==> config.mk <==
export PLATFORM = sky130hd
export DESIGN_NAME = fwd_hazard_unit
export DESIGN_NICKNAME = d
export VERILOG_FILES = /design/src/rtl/fwd_hazard_unit.sv
export SDC_FILE = /design/constraint.sdc
export NUM_CORES = 1
export LEC_CHECK = 0
export ABC_AREA = 1
export BUFFER_PORTS_ARGS = -buffer_cell sky130_fd_sc_hd__buf_2
export CAP_MARGIN = 20
export CELL_PAD_IN_SITES_DETAIL_PLACEMENT = 1
export CELL_PAD_IN_SITES_GLOBAL_PLACEMENT = 2
export CORE_UTILIZATION = 27
export DETAILED_ROUTE_END_ITERATION = 8
export GPL_TIMING_DRIVEN = 0
export PLACE_DENSITY_LB_ADDON = 0.15
export SETUP_SLACK_MARGIN = 0.15
export SYNTH_ARGS = -nofsm -noshare
export SYNTH_HDL_FRONTEND = slang
export SYNTH_SLANG_ARGS = --single-unit
==> constraint.sdc <==
create_clock -name clk -period 1.65 [get_ports clk]
set_input_delay 0.33 -clock clk [delete_from_list [all_inputs] [get_ports clk]]
set_output_delay 0.33 -clock clk [all_outputs]
set_load 0.05 [all_outputs]
==> src/rtl/fwd_hazard_unit.sv <==
// Operand forwarding and load-use hazard detection for an in-order pipeline.
// Tracks destination tags for DEPTH stages after ID; selects forward at EX.
module fwd_hazard_unit #(
  parameter int REG_AW   = 5,
  parameter int ZERO_REG = 31,
  parameter int NUM_SRC  = 2,
  parameter int DEPTH    = 3,
  parameter int FWD_W    = $clog2(DEPTH),
  parameter int CNT_W    = 16
) (
  input  logic                      clk,
  input  logic                      rst_n,
  input  logic                      hold,
  input  logic                      flush,
  input  logic                      id_valid,
  input  logic [NUM_SRC*REG_AW-1:0] id_src,
  input  logic [NUM_SRC-1:0]        id_src_used,
  input  logic [REG_AW-1:0]         id_rd,
  input  logic                      id_regwrite,
  input  logic [FWD_W-1:0]          id_rdy_class,
  output logic                      stall,
  output logic                      ex_valid,
  output logic [NUM_SRC*FWD_W-1:0]  ex_fwd_sel,
  output logic [CNT_W-1:0]          stall_cnt
);

  localparam logic [FWD_W-1:0]  MAX_R = FWD_W'(DEPTH - 2);
  localparam logic [REG_AW-1:0] ZR    = REG_AW'(ZERO_REG);

  logic [DEPTH-1:0]         e_valid;
  logic [DEPTH-1:0]         e_wr;
  logic [REG_AW-1:0]        e_rd [DEPTH];
  logic [FWD_W-1:0]         e_r  [DEPTH];
  logic [NUM_SRC*FWD_W-1:0] next_sel;
  logic [NUM_SRC-1:0]       hazard;
  logic [FWD_W-1:0]         cls;
  logic                     wr_in;
  logic                     ins;

  assign cls   = (id_rdy_class > MAX_R) ? MAX_R : id_rdy_class;
  assign wr_in = id_regwrite && (id_rd != ZR);

  // The last entry writes the regfile this cycle, so it is never searched.
  always_comb begin : resolve
    logic hit;
    int   hj;
    next_sel = '0;
    hazard   = '0;
    for (int k = 0; k < NUM_SRC; k++) begin
      hit = 1'b0;
      hj  = 0;
      for (int j = DEPTH - 2; j >= 0; j--) begin
        if (id_src_used[k] && e_valid[j] && e_wr[j] &&
            e_rd[j] == id_src[k*REG_AW +: REG_AW]) begin
          hit = 1'b1;
          hj  = j;
        end
      end
      if (hit) begin
        if (hj < int'(e_r[hj]))
          hazard[k] = 1'b1;
        else
          next_sel[k*FWD_W +: FWD_W] = FWD_W'(hj + 1);
      end
    end
  end

  assign stall    = id_valid && !flush && (|hazard);
  assign ins      = id_valid && !flush && !stall;
  assign ex_valid = e_valid[0];

  always_ff @(posedge clk or negedge rst_n) begin
    if (!rst_n) begin
      e_valid    <= '0;
      e_wr       <= '0;
      for (int j = 0; j < DEPTH; j++) begin
        e_rd[j] <= '0;
        e_r[j]  <= '0;
      end
      ex_fwd_sel <= '0;
      stall_cnt  <= '0;
    end else if (!hold) begin
      for (int j = DEPTH - 1; j > 0; j--) begin
        e_valid[j] <= e_valid[j-1];
        e_wr[j]    <= e_wr[j-1];
        e_rd[j]    <= e_rd[j-1];
        e_r[j]     <= e_r[j-1];
      end
      e_valid[0] <= ins;
      e_wr[0]    <= ins && wr_in;
      e_rd[0]    <= id_rd;
      e_r[0]     <= cls;
      ex_fwd_sel <= ins ? next_sel : '0;
      if (stall && stall_cnt != '1)
        stall_cnt <= stall_cnt + 1'b1;
    end
  end

endmodule

Word-level counts from Yosys, hierarchy flattened
Index checks and enable logic that the tools add are counted.
W data, S select, Z words.
{"block": "totals", "output_inout_bits": 22, "register_bits": 40, "word_cells": 72}
{"block": "classes", "n_reduce_logical": 22, "mux": 24, "n_eq_ne": 6, "addsub": 3, "n_lt_le_gt_ge": 5, "n_bitwise": 3}
{"op": "$ge A32 B3 Y1 const B", "count": 2}
{"op": "$lt A32 B3 Y1", "count": 2}
{"op": "$not A32 Y32", "count": 2}
{"op": "$eq A5 B5 Y1", "count": 4}
{"op": "$logic_and A1 B1 Y1", "count": 18}
{"op": "$mux W2", "count": 9}
{"op": "$add A16 B1 Y16 const B", "count": 1}
{"op": "$ne A16 B16 Y1 const B", "count": 1}
{"op": "$mux W1", "count": 12}
{"op": "$bmux W2 S2", "count": 2}
{"op": "$ne A5 B5 Y1 const B", "count": 1}
{"op": "$add A2 B2 Y2 const B", "count": 2}
{"op": "$mux W4", "count": 1}
{"op": "$gt A2 B1 Y1 const B", "count": 1}
{"op": "$logic_not A1 Y1", "count": 2}
{"op": "$reduce_and A2 Y1", "count": 1}
{"op": "$reduce_or A2 Y1", "count": 1}
{"op": "$not A1 Y1", "count": 1}

Logic depth before layout (Yosys ltp)
Gate-level depths: netlist of run 1.
{"block": "logic_depth", "word_depth": 17, "mapped_depth": 13, "ltp_nobuf": 13}

Worst setup path after synthesis of run 1
No wires, ideal clock.
{"block": "synth_path", "kind": "register to output", "start": "register e_valid[0]", "end": "output stall", "setup_slack_ns": -0.393, "n_path_buf": 0, "stages_incl_launch_ff": 11, "arrival_ns": 1.713, "path_cell_list": "dfrtp_1 -> nand2_1 -> clkinv_1 -> nand2_1 -> nor2_2 -> nand3_2 -> nand2_1 -> nand2_1 -> nand3_4 -> nand2_1 -> inv_1"}
{"block": "synth_via", "elab_chain_cells": 13, "elab_cells_between_ends": 26, "cone_classes": "2 x order compare; 14 x mux; 2 x bitwise; 8 x reduce/logical"}
{"item": "from (decl)", "line_no": "30", "text": "logic [DEPTH-1:0] e_valid;"}
{"item": "from (signal, indexed assignment)", "line_no": "84", "text": "e_valid[j] <= e_valid[j-1];"}
{"item": "from (signal assigned)", "line_no": "89", "text": "e_valid[0] <= ins;"}
{"item": "$logic_and A1 B1 Y1 (3 in series)", "line_no": "53", "text": "if (id_src_used[k] && e_valid[j] && e_wr[j] &&"}
{"item": "$mux W1", "line_no": "53"}
{"item": "$not A32 Y32 (implied by the code)", "line_no": "60", "text": "if (hj < int'(e_r[hj]))"}
{"item": "$bmux W2 S2", "line_no": "60"}
{"item": "$mux W2 (implied by the code) (2 in series)", "line_no": "60"}
{"item": "$lt A32 B3 Y1", "line_no": "60"}
{"item": "$mux W1", "line_no": "60"}
{"item": "$mux W1", "line_no": "59", "text": "if (hit) begin"}
{"item": "$reduce_or A2 Y1 *", "line_no": "68", "text": "assign stall = id_valid && !flush && (|hazard);"}
{"item": "$logic_and A1 B1 Y1 *", "line_no": "68"}
{"item": "to (decl)", "line_no": "21", "text": "output logic stall,"}
Every way passes the cells marked *; elsewhere a longest branch is shown, timed or not. The select of a mux whose other input is x is not followed.

Worst setup path in the final report of run 1
{"block": "layout_path", "start": "register e_rd[9] in the netlist's numbering", "end": "output stall"}
{"block": "layout_via", "elab_chain_cells": 13, "elab_cells_between_ends": 28, "cone_classes": "2 x order compare; 2 x eq/ne; 18 x mux; 2 x bitwise; 4 x reduce/logical"}
{"item": "from (decl)", "line_no": "32", "text": "logic [REG_AW-1:0] e_rd [DEPTH];"}
{"item": "from (signal, indexed assignment)", "line_no": "86", "text": "e_rd[j] <= e_rd[j-1];"}
{"item": "$eq A5 B5 Y1", "line_no": "54", "text": "e_rd[j] == id_src[k*REG_AW +: REG_AW]) begin"}
{"item": "$logic_and A1 B1 Y1", "line_no": "53"}
{"item": "$mux W1 (2 in series)", "line_no": "53"}
{"item": "$not A32 Y32 (implied by the code)", "line_no": "60"}
{"item": "$bmux W2 S2", "line_no": "60"}
{"item": "$mux W2 (implied by the code) (2 in series)", "line_no": "60"}
{"item": "$lt A32 B3 Y1", "line_no": "60"}
{"item": "$mux W1", "line_no": "60"}
{"item": "$mux W1", "line_no": "59"}
{"item": "$reduce_or A2 Y1 *", "line_no": "68"}
{"item": "$logic_and A1 B1 Y1 *", "line_no": "68"}
Marks and branches as above.

==> qor.csv, run 1 <==
stage,metric,value,unit
cts,cts-buffers-inserted,5,
cts,cts_tree,done,
grt,initial_antenna_violation_count,0,
logic_synthesis,yosys.cell_types.count,25,
critical_path,endpoint_kind,output pin,
sta,timing.final.crit_share,122,%
cts,clk_latency,0.30,ns
logic_synthesis,synth-seq-area-share,40.8,%
sta,final.hold.worst_slack,0.146,ns
floorplan,die_area,8770,sq um
detailed_routing,dr_total_vias,2287,
cts,ctsRootBufferMaster,clkbuf_8,
cts,clock_sinks,37,
sta,setup_repair_after_global_routing_missed_its_margin,true,
cells_and_area,post_route_cells_drive_above_1_share,31.7,%
detailed_routing,final_antenna_net_count,0,
logic_synthesis,asyncSetResetFlopFracSynth,100,%
grt,first_global_vias,2241,
grt,global_route.usage.total,16.7,%
logic_synthesis,synth_warnings,0,
cells_and_area,finish.instance_area,2970,sq um
detailed_routing,detail_route.wl_per_cell,13.9,microns
cells_and_area,num-fill-cells,1069,
logic_synthesis,number_of_enable_flip_flop_cells_after_synthesis,0,
sta,maxSlewHeadroom,39.9,%
detailed_routing,wirelength_routed,6900,microns
logic_synthesis,synth.top_cells.by_count,"149 x nand2_1, 37 x dfrtp_1, 35 x inv_1",
power_and_ir_drop,power.ir.vdd_worst,216,uV
sta,max_clock_freq,496,MHz
floorplan,starting_utilization_of_the_core_area,27.7,%
floorplan,die_extent_in_y,93.7,microns
logic_synthesis,synth_most_common_cell,nand2_1,
floorplan,row_count,33,
logic_synthesis,syn-cell-area,2270,sq um
sta,timing.final.ws_setup,-0.366,ns
cts,clock_tree.htree_level_count,2,
logic_synthesis,ys.flop_type,dfrtp_1,
detailed_routing,route.detailed.drc,0,
critical_path,worst_ep_required_time,1.32,ns
logic_synthesis,mapped_nets,356,
sta,setup_viol,19,
sta,number_of_max_slew_violations_in_the_final_report,0,
critical_path,path_cells,inv_2 -> nand2_1 -> nand2_1 -> nor2_1 -> nand2_1 -> nor2_4 -> nand3_2 -> nand3_4 -> nand2_4 -> clkinvlp_4 -> buf_8,
cts,clk_path_buf_depth,2,
floorplan,coreArea,8180,sq um
critical_path,critical-path-top-delay-family,simple AND/OR/NAND/NOR gates,
floorplan,chipWidth,93.7,microns
place,placed_area,2710,sq um
critical_path,setup.worst_path.class,reg -> out,
critical_path,cpMostUsedCell,nand2_1,
critical_path,worstPathArrival,1.69,ns
logic_synthesis,yosys-top-cells-area,"dfrtp_1 41%, nand2_1 25%, inv_1 5.8%, o21ai_0 4.4%, nor2_1 3.8%",
place,hpwlAfterDp,5130,microns
status,failed_checks,setup timing,
floorplan,pin_count,47,
cts,clk_transition_reported_paths,0.08,ns
sta,min_period,2.02,ns
status,run_status,"complete, but fails checks",
run,cap_violations,0,
cells_and_area,finalNetCount,416,
hold_path,path_class_of_the_lowest_slack_min_delay_path,in -> async,
critical_path,setup.worst_path.start_class,register,
place,routabilityCongestion,0.807,
grt,maximum_number_of_pins_on_one_net_before_global_route_repair,38,
critical_path,critical-path-max-stage-delay,0.41,ns
detailed_routing,viasPerCell,4.61,
sta,timing.clock.skew,0.00889,ns
power_and_ir_drop,p_per_area,635,nW/um^2
logic_synthesis,netlist_instances,330,
logic_synthesis,share_of_the_synthesized_area_in_the_top_cell_type,40.8,%
logic_synthesis,netlist.top_cell.by_area,dfrtp_1,
critical_path,worst-path-buf-inv,3,
critical_path,crit_path_slowest_cell,dfrtp_1,
place,io_buffer_count,46,
detailed_routing,drt_iter0_markers,26,
detailed_routing,drt-pass1-iter-count,4,
logic_synthesis,avgSynthCellArea,6.87,sq um
cells_and_area,areaGrowthSynthToFinish,31.0,%
grt,globalRouteOverflowTotal,0,
logic_synthesis,synth.ff_latch_count,37,
power_and_ir_drop,cellLeakagePower,1.53,nW
cells_and_area,number_of_antenna_diodes,0,
grt,grt_first_pass_wirelength,11100,microns
critical_path,largest_driver_fanout_on_the_critical_path,4,
cts,hold_bufs_at_cts,0,
sta,timing.final.hold_violations,0,
sta,worst-slew-pin-transition,0.901,ns
## metal layers
metal  share of wire, %  track usage [%]  up-vias  routed length [microns]
met1                 44             19.8     1099                     3050
met5                  0                0        -                        0
met2                 52             30.3       30                     3590
met3                2.8             2.75        7                      195
met4                1.1             5.38        0                       76
li1                   -                -     1151                        -
## worst paths after layout
check | depth (start not counted) | to | slack (ns) | start
worst max-delay path | 11 | stall | -0.37 | e_rd[9]
worst min-delay path | 1 | e_rd[7] | 0.15 | rst_n
worst max register to register | 14 | stall_cnt[10] | -0.27 | e_rd[9]
worst min register to register | 2 | ex_fwd_sel[3] | 0.48 | ex_fwd_sel[3]
max in group asynchronous | 1 | stall_cnt[2] | 0.86 | rst_n
min in group clk | 3 | e_rd[10] | 0.26 | id_rd[0]
## layout by cell type (no fill, tap or decap), types with 4 or more instances in the layout
cell type    n
buf_2       43
buf_4        4
clkbuf_1     4
clkbuf_8     5
dfrtp_1     27
dfrtp_2     10
inv_1       29
inv_2        8
nand2_1    137
nand2_2     10
nand3_1     13
nand3_2      6
nand4_1      5
nor2_1      16
nor2_2      11
o21ai_0     14
xnor2_1      4
xor2_1       7
## stage by stage
step / TNS [ns] / total power, mW / cells / setup slack, ns / utilization (%)
6_report: -3.84 / 1.89 / 496 / -0.366 / 36.3
5_1_grt: -6.93 / 1.99 / 496 / -0.484 / 36.3
4_1_cts: -3.17 / 1.92 / 492 / -0.417 / 34.6
3_5_place_dp: -3.05 / 1.25 / 481 / -0.370 / 33.1
3_3_place_gp: -2.27 / 1.25 / 481 / -0.346 / 33.1
2_1_floorplan: -0.128 / 1.13 / 330 / -0.128 / -
## sequential cells by signal (all words and copies together) (netlist names)
name / count
stall_cnt: 16
e_rd: 10
ex_fwd_sel: 4
e_r: 3
e_valid: 2
e_wr: 2
## worst register-to-register path, cell delays in order, from the launching register on
cell,delay (ns)
dfrtp_1,0.41
inv_2,0.05
nand2_1,0.05
nand2_1,0.06
nor2_1,0.12
nand2_1,0.11
nor2_4,0.14
nand3_2,0.09
nand3_4,0.09
buf_4,0.13
buf_12,0.12
nand3_4,0.12
nor2_4,0.22
nand2_1,0.08
nand2_1,0.06
## cells by family after synthesis
| group | synth area share [%] |
|---|---|
| flops | 40.8 |
| buf+inv | 7.28 |
| simple gates | 41.8 |
| compound gates | 5.30 |
| fa+ha+maj | 0.551 |
| xor+xnor | 4.25 |
## cell type report
type	count	area (sq um)	share of cell area, %
flip-flops and latches	37	938	31.6
plain buffers	3	11.3	0.379
repair buffers	52	315	10.6
clock inverters	2	10.0	0.337
inverters	41	164	5.52
multi-input cells	250	1330	44.7
well taps	105	131	4.42
clock buffers	6	72.6	2.44
## power breakdown
| group | switching, mW | internal [mW] |
|---|---|---|
| Sequential | 0.0362 | 0.941 |
| Combinational | 0.182 | 0.0858 |
| Clock | 0.347 | 0.293 |
## timing repair
action                                  in CTS  in global routing
setup buffers                                2                  4
resized for setup                            8                 34
pin swaps                                    3                 11
cloned                                       1                  0
endpoints found under the hold margin        0                  0
endpoints found under the setup margin      23                 25
Note: power is estimated with default switching activity, not from simulation.
==> inputs of run 2 (changes only) <==
ABC_AREA = unset   (was 1)
CORE_UTILIZATION = 30   (was 27)
==> qor.csv, run 2 <==
stage,metric,value,unit,change
critical_path,setup.worst_path.start_class,register,,unchanged
logic_synthesis,synth.ff_latch_count,37,,unchanged
critical_path,r2r.worst_path.cells,10,,was 14
power_and_ir_drop,power.ir.vdd_worst,336,uV,was 216 uV
floorplan,die_extent_in_y,81.0,microns,was 93.7 microns
cts,clk_transition_reported_paths,0.08,ns,about the same
sta,fin_tns_setup,-11.58,ns,was -3.84 ns
cells_and_area,layout_common_cells,"44 x buf_2, 32 x dfrtp_1, 17 x xor2_1, 14 x xnor2_1, 13 x mux2_2",,"was 137 x nand2_1, 43 x buf_2, 29 x inv_1, 27 x dfrtp_1, 16 x nor2_1"
cts,hold_bufs_at_cts,0,,unchanged
sta,setup_viol,23,,was 19
detailed_routing,final_antenna_net_count,0,,unchanged
floorplan,row_count,28,,was 33
power_and_ir_drop,cellLeakagePower,1.22,nW,was 1.53 nW
critical_path,worst_ep_required_time,1.32,ns,about the same
cells_and_area,areaGrowthSynthToFinish,38.8,%,was 31.0%
critical_path,setup.worst_path.class,reg -> out,,unchanged
logic_synthesis,netlist_instances,157,,was 330
run,cap_violations,0,,unchanged
hold_path,path_class_of_the_lowest_slack_min_delay_path,in -> async,,unchanged
floorplan,coreArea,5960,sq um,was 8180 sq um
place,placed_area,2220,sq um,was 2710 sq um
cts,clk_latency,0.29,ns,was 0.30 ns
cells_and_area,post_route_cells_drive_above_1_share,51.4,%,was 31.7%
critical_path,worstPathArrival,2.01,ns,was 1.69 ns
cts,cts-buffers-inserted,5,,unchanged
cells_and_area,most_common_library_cell_in_the_layout_ignoring_fill_and_taps,buf_2,,was nand2_1
grt,first_global_vias,1565,,was 2241
cells_and_area,number_of_antenna_diodes,0,,unchanged
status,run_status,"complete, but fails checks",,unchanged
cells_and_area,finish.instance_area,2600,sq um,was 2970 sq um
grt,globalRouteOverflowTotal,0,,unchanged
cts,clk_path_buf_depth,2,,unchanged
logic_synthesis,share_of_the_synthesized_area_in_the_top_cell_type,49.5,%,was 40.8%
floorplan,pin_count,47,,unchanged
detailed_routing,drt_iter0_markers,40,,was 26
critical_path,largest_driver_fanout_on_the_critical_path,3,,was 4
cells_and_area,num-fill-cells,668,,was 1069
logic_synthesis,synth_warnings,0,,unchanged
power_and_ir_drop,post-layout-total-power,2.08,mW,was 1.89 mW
logic_synthesis,avgSynthCellArea,11.9,sq um,was 6.87 sq um
cells_and_area,largest_registers,"stall_cnt x16, e_rd x10, ex_fwd_sel x4",,unchanged
place,routabilityCongestion,0.880,,was 0.807
detailed_routing,viasPerCell,4.85,,was 4.61
power_and_ir_drop,p_per_area,800,nW/um^2,was 635 nW/um^2
cts,clock_tree.htree_level_count,2,,unchanged
sta,worst-slew-pin-transition,0.830,ns,was 0.901 ns
sta,timing.final.hold_violations,0,,unchanged
sta,max_clock_freq,426,MHz,was 496 MHz
detailed_routing,detail_route.wl_per_cell,15.8,microns,was 13.9 microns
sta,final.hold.worst_slack,0.139,ns,was 0.146 ns
sta,timing.final.crit_share,142,%,was 122%
detailed_routing,drt-pass1-iter-count,4,,unchanged
grt,global_route.usage.total,16.2,%,was 16.7%
logic_synthesis,number_of_enable_flip_flop_cells_after_synthesis,0,,unchanged
cells_and_area,largest_reg_flops,16,,unchanged
critical_path,endpoint_kind,output pin,,unchanged
cts,cts_tree,done,,unchanged
cts,clock_sinks,37,,unchanged
cells_and_area,final-instance-count-excl-fill,297,,was 496
sta,number_of_max_slew_violations_in_the_final_report,0,,unchanged
logic_synthesis,mapped_nets,183,,was 356
sta,timing.clock.skew,0.00767,ns,was 0.00889 ns
grt,maximum_number_of_pins_on_one_net_before_global_route_repair,38,,unchanged
logic_synthesis,synth-seq-area-share,49.5,%,was 40.8%
logic_synthesis,netlist.top_cell.by_area,dfrtp_1,,unchanged
detailed_routing,dr_total_vias,1440,,was 2287
logic_synthesis,synth_most_common_cell,dfrtp_1,,was nand2_1
floorplan,die_area,6550,sq um,was 8770 sq um
floorplan,chipWidth,81.0,microns,was 93.7 microns
detailed_routing,route.detailed.drc,0,,unchanged
place,placement.setup.worst_slack,-0.776,ns,was -0.370 ns
cells_and_area,top_register,stall_cnt,,unchanged
place,io_buffer_count,45,,was 46
grt,initial_antenna_violation_count,0,,unchanged
logic_synthesis,asyncSetResetFlopFracSynth,100,%,unchanged
sta,maxSlewHeadroom,44.7,%,was 39.9%
cts,ctsRootBufferMaster,clkbuf_8,,unchanged
status,failed_checks,setup timing,,unchanged
logic_synthesis,yosys-top-cells-area,"dfrtp_1 49%, xor2_1 8.9%, mux2_2 7.8%, xnor2_1 7.5%, nand3_1 3.5%",,"was dfrtp_1 41%, nand2_1 25%, inv_1 5.8%, o21ai_0 4.4%, nor2_1 3.8%"
sta,setup_repair_after_global_routing_missed_its_margin,true,,unchanged
logic_synthesis,ys.flop_type,dfrtp_1,,unchanged
detailed_routing,wirelength_routed,4700,microns,was 6900 microns
logic_synthesis,syn-cell-area,1870,sq um,was 2270 sq um
cells_and_area,postLayoutCoreUtil,43.6,%,was 36.3%
sta,timing.final.ws_setup,-0.695,ns,was -0.366 ns
sta,min_period,2.34,ns,was 2.02 ns
cells_and_area,finalNetCount,247,,was 416
logic_synthesis,synth.top_cells.by_count,"37 x dfrtp_1, 19 x xor2_1, 16 x xnor2_1",,"was 149 x nand2_1, 37 x dfrtp_1, 35 x inv_1"
place,placed_cells_incl_taps,277,,was 481
logic_synthesis,yosys.cell_types.count,31,,was 25
floorplan,starting_utilization_of_the_core_area,31.4,%,was 27.7%
place,hpwlAfterDp,3440,microns,was 5130 microns
grt,grt_first_pass_wirelength,7890,microns,was 11100 microns
[run 2: cell count changes after synthesis, sizes merged, moves of 14 or more]
cell and delta:
inv -38, nor2 -22, o21ai -18, nand2 -148
mux2 +14
[run 2: what timing repair did]
action | in CTS | in global routing
setup buffers | 10 | 1
resized for setup | 26 | 7
cloned | 1 | 0
pin swaps | 29 | 7
endpoints found under the setup margin | 23 | 23
endpoints found under the hold margin | 0 | 0
[run 2: where the power goes]
group | internal (mW) | switching, mW | total [mW] | leakage [nW]
combinational | 0.124 | 0.126 | 0.250 | 0.681
sequential | 0.947 | 0.0522 | 0.999 | 0.481
clock | 0.492 | 0.337 | 0.828 | 0.0574
[run 2: logic make-up after synthesis]
logic type                 synth area share, %
and+or+nand+nor                           16.1
DFF                                       49.5
xor gates and xnor gates                  16.4
muxes                                     8.43
AOI/OAI and AO/OA                         7.02
buffers and inverters                     1.87
adders and majority gates                0.669
[run 2: path summary, 6_finish.rpt]
| path | start | to | slack (ns) |
|---|---|---|---|
| setup / recovery | e_rd[11] | stall | -0.69 |
| hold / removal | rst_n | e_wr[1] | 0.14 |
| setup reg to reg | e_rd[11] | stall_cnt[11] | -0.59 |
| hold reg to reg | stall_cnt[11] | stall_cnt[11] | 0.48 |
| max in group asynchronous | rst_n | stall_cnt[7] | 0.94 |
| min in group clk | id_rd[0] | e_rd[10] | 0.28 |
[run 2: layer usage]
| metal | wire [microns] | vias to the layer above | global-route usage, % |
|---|---|---|---|
| met5 | 0 | - | 0 |
| met4 | 30 | 0 | 4.29 |
| met3 | 185 | 4 | 3.71 |
| met2 | 2330 | 30 | 26.8 |
| met1 | 2150 | 717 | 21.1 |
| li1 | - | 689 | - |
[run 2: layout make-up]
type	instances	area, sq um	area share, %
Clock buffer	6	82.6	3.18
Timing Repair Buffer	57	337	13.0
Inverter	2	7.51	0.289
Tap cell	75	93.8	3.61
Clock inverter	2	37.5	1.45
Multi-Input combinational cell	113	1070	41.3
Buffer	5	33.8	1.30
Sequential cell	37	932	35.9
[run 2: critical path: stages (launching register included)]
cell	delay, ns
dfrtp_1	0.43
xor2_1	0.21
nor4_2	0.05
buf_4	0.15
a2111oi_4	0.34
o21ai_2	0.12
and2_4	0.18
nor2_4	0.09
buf_8	0.15
==> inputs of run 3 (changes only) <==
RECOVER_POWER = 50   (was unset)
==> qor.csv, run 3 (synthesized netlist as in run 2, its figures left out) <==
stage,metric,value,unit,change
cells_and_area,areaGrowthSynthToFinish,38.8,%,unchanged
sta,max_clock_freq,426,MHz,unchanged
sta,min_period,2.34,ns,unchanged
detailed_routing,drt_iter0_markers,40,,unchanged
cells_and_area,largest_registers,"stall_cnt x16, e_rd x10, ex_fwd_sel x4",,unchanged
critical_path,worstPathArrival,2.01,ns,about the same
power_and_ir_drop,switching_share,24.8,%,about the same
sta,maxSlewHeadroom,38.1,%,was 44.7%
floorplan,chipWidth,81.0,microns,unchanged
detailed_routing,final_antenna_net_count,0,,unchanged
floorplan,coreArea,5960,sq um,unchanged
power_and_ir_drop,clockPowerShare,39.9,%,about the same
critical_path,r2r.worst_path.cells,10,,unchanged
power_and_ir_drop,cellLeakagePower,1.22,nW,about the same
detailed_routing,wirelength_routed,4700,microns,unchanged
power_and_ir_drop,seq_power_share,48.1,%,about the same
critical_path,path_cells,xor2_1 -> nor4_2 -> buf_4 -> a2111oi_4 -> o21ai_2 -> and2_4 -> nor2_4 -> buf_8,,unchanged
critical_path,worst_ep_required_time,1.32,ns,about the same
power_and_ir_drop,internal-power,1.56,mW,about the same
cells_and_area,largest_reg_flops,16,,unchanged
status,run_status,"complete, but fails checks",,unchanged
sta,timing.final.crit_share,142,%,unchanged
sta,timing.clock.skew,0.00767,ns,unchanged
cts,hold_bufs_at_cts,0,,unchanged
grt,grt_first_pass_wirelength,7890,microns,unchanged
cts,clk_latency,0.29,ns,about the same
sta,fin_tns_setup,-11.58,ns,unchanged
detailed_routing,drt-pass1-iter-count,4,,unchanged
power_and_ir_drop,post-layout-total-power,2.08,mW,about the same
cts,clk_path_buf_depth,2,,unchanged
grt,first_global_vias,1565,,unchanged
floorplan,row_count,28,,unchanged
place,io_buffer_count,45,,unchanged
cts,cts-buffers-inserted,5,,unchanged
sta,setup_repair_after_global_routing_missed_its_margin,true,,unchanged
critical_path,endpoint_kind,output pin,,unchanged
cells_and_area,most_common_library_cell_in_the_layout_ignoring_fill_and_taps,buf_2,,unchanged
status,failed_checks,setup timing,,unchanged
sta,worst-slew-pin-transition,0.929,ns,was 0.830 ns
floorplan,starting_utilization_of_the_core_area,31.4,%,unchanged
power_and_ir_drop,power.ir.vdd_worst,336,uV,about the same
floorplan,die_extent_in_y,81.0,microns,unchanged
hold_path,path_class_of_the_lowest_slack_min_delay_path,in -> async,,unchanged
critical_path,setup.worst_path.class,reg -> out,,unchanged
cts,cts_tree,done,,unchanged
grt,global_route.usage.total,16.2,%,unchanged
critical_path,critical-path-max-stage-delay,0.43,ns,about the same
floorplan,die_area,6550,sq um,unchanged
sta,setup_viol,23,,unchanged
detailed_routing,detail_route.wl_per_cell,15.8,microns,unchanged
grt,maximum_number_of_pins_on_one_net_before_global_route_repair,38,,unchanged
place,hpwlAfterDp,3440,microns,unchanged
place,routabilityCongestion,0.880,,unchanged
run,cap_violations,0,,unchanged
power_and_ir_drop,p_per_area,800,nW/um^2,about the same
power_and_ir_drop,total_switching_power,515,uW,unchanged
sta,number_of_max_slew_violations_in_the_final_report,0,,unchanged
sta,timing.final.hold_violations,0,,unchanged
detailed_routing,dr_total_vias,1440,,unchanged
floorplan,pin_count,47,,unchanged
cells_and_area,post_route_cells_drive_above_1_share,51.4,%,unchanged
detailed_routing,viasPerCell,4.85,,unchanged
cells_and_area,num-fill-cells,668,,unchanged
cts,clock_sinks,37,,unchanged
critical_path,largest_driver_fanout_on_the_critical_path,3,,unchanged
cts,clk_transition_reported_paths,0.08,ns,about the same
cells_and_area,number_of_antenna_diodes,0,,unchanged
detailed_routing,route.detailed.drc,0,,unchanged
critical_path,setup.worst_path.start_class,register,,unchanged
cells_and_area,finalNetCount,247,,unchanged
grt,initial_antenna_violation_count,0,,unchanged
grt,globalRouteOverflowTotal,0,,unchanged
cts,clock_tree.htree_level_count,2,,unchanged
sta,timing.final.ws_setup,-0.695,ns,unchanged
cts,ctsRootBufferMaster,clkbuf_8,,unchanged
cells_and_area,top_register,stall_cnt,,unchanged
cells_and_area,layout_common_cells,"43 x buf_2, 32 x dfrtp_1, 17 x xor2_1, 14 x xnor2_1, 13 x mux2_2",,"was 44 x buf_2, 32 x dfrtp_1, 17 x xor2_1, 14 x xnor2_1, 13 x mux2_2"
power_and_ir_drop,comb_power_share,12.0,%,about the same
critical_path,crit_path_slowest_cell,dfrtp_1,,unchanged
## run 3: metrics by stage
stage / area, sq um / util, % / instances / setup WS, ns / hold WS, ns
floorplan: 1900 / - / 157 / -0.373 / 0.0344
global placement: 2220 / 37.3 / 277 / -0.676 / 0.459
detailed placement: 2220 / 37.3 / 277 / -0.776 / 0.475
CTS: 2550 / 42.8 / 296 / -0.711 / 0.179
global route: 2600 / 43.6 / 297 / -0.821 / 0.234
finish: 2600 / 43.6 / 297 / -0.695 / 0.171
## run 3: worst paths after layout
check,slack (ns),to,startpoint
hold / removal,0.17,e_wr[1],rst_n
min in group clk,0.28,e_rd[10],id_rd[0]
setup reg to reg,-0.59,stall_cnt[11],e_rd[11]
setup / recovery,-0.69,stall,e_rd[11]
max in group asynchronous,0.84,stall_cnt[7],rst_n
hold reg to reg,0.48,stall_cnt[11],stall_cnt[11]
## run 3: power groups by stage
stage / combinational, mW / clock (mW) / sequential [mW]
floorplan: 0.136 / 0 / 1.01
global placement: 0.218 / 0 / 1.01
detailed placement: 0.226 / 0 / 1.02
CTS: 0.253 / 0.856 / 1.00
global route: 0.275 / 0.910 / 1.01
finish: 0.250 / 0.828 / 0.999
## run 3: cell type report
class                   instances  area (sq um)  share of cell area, %
well taps                      75          93.8                   3.61
inverters                       2          7.51                  0.289
flip-flops and latches         37           932                   35.9
repair buffers                 57           337                   13.0
clock buffers                   6          82.6                   3.18
multi-input cells             113          1070                   41.3
plain buffers                   5          33.8                   1.30
clock inverters                 2          37.5                   1.45
## run 3: repair_timing
action                                  CTS  global route
pin swaps                                29             7
gates resized for setup                  26             7
endpoints found under the setup margin   23            23
buffers inserted                         10             1
gates cloned                              1             0
## run 3: critical path, delay by kind of cell (launching register included)
family,cells,cell delay [ns]
xor+xnor,1,0.21
compound gates,2,0.46
buf+inv,2,0.30
simple gates,3,0.32
flops,1,0.43
## run 3: per-layer routing
metal / vias to the layer above / share of wire (%) / routed length [microns] / track usage [%]
met5: - / 0 / 0 / 0
met4: 0 / 0.64 / 30 / 4.29
met3: 4 / 3.9 / 184 / 3.71
met2: 30 / 50 / 2330 / 26.8
met1: 717 / 46 / 2150 / 21.1
li1: 689 / - / - / -
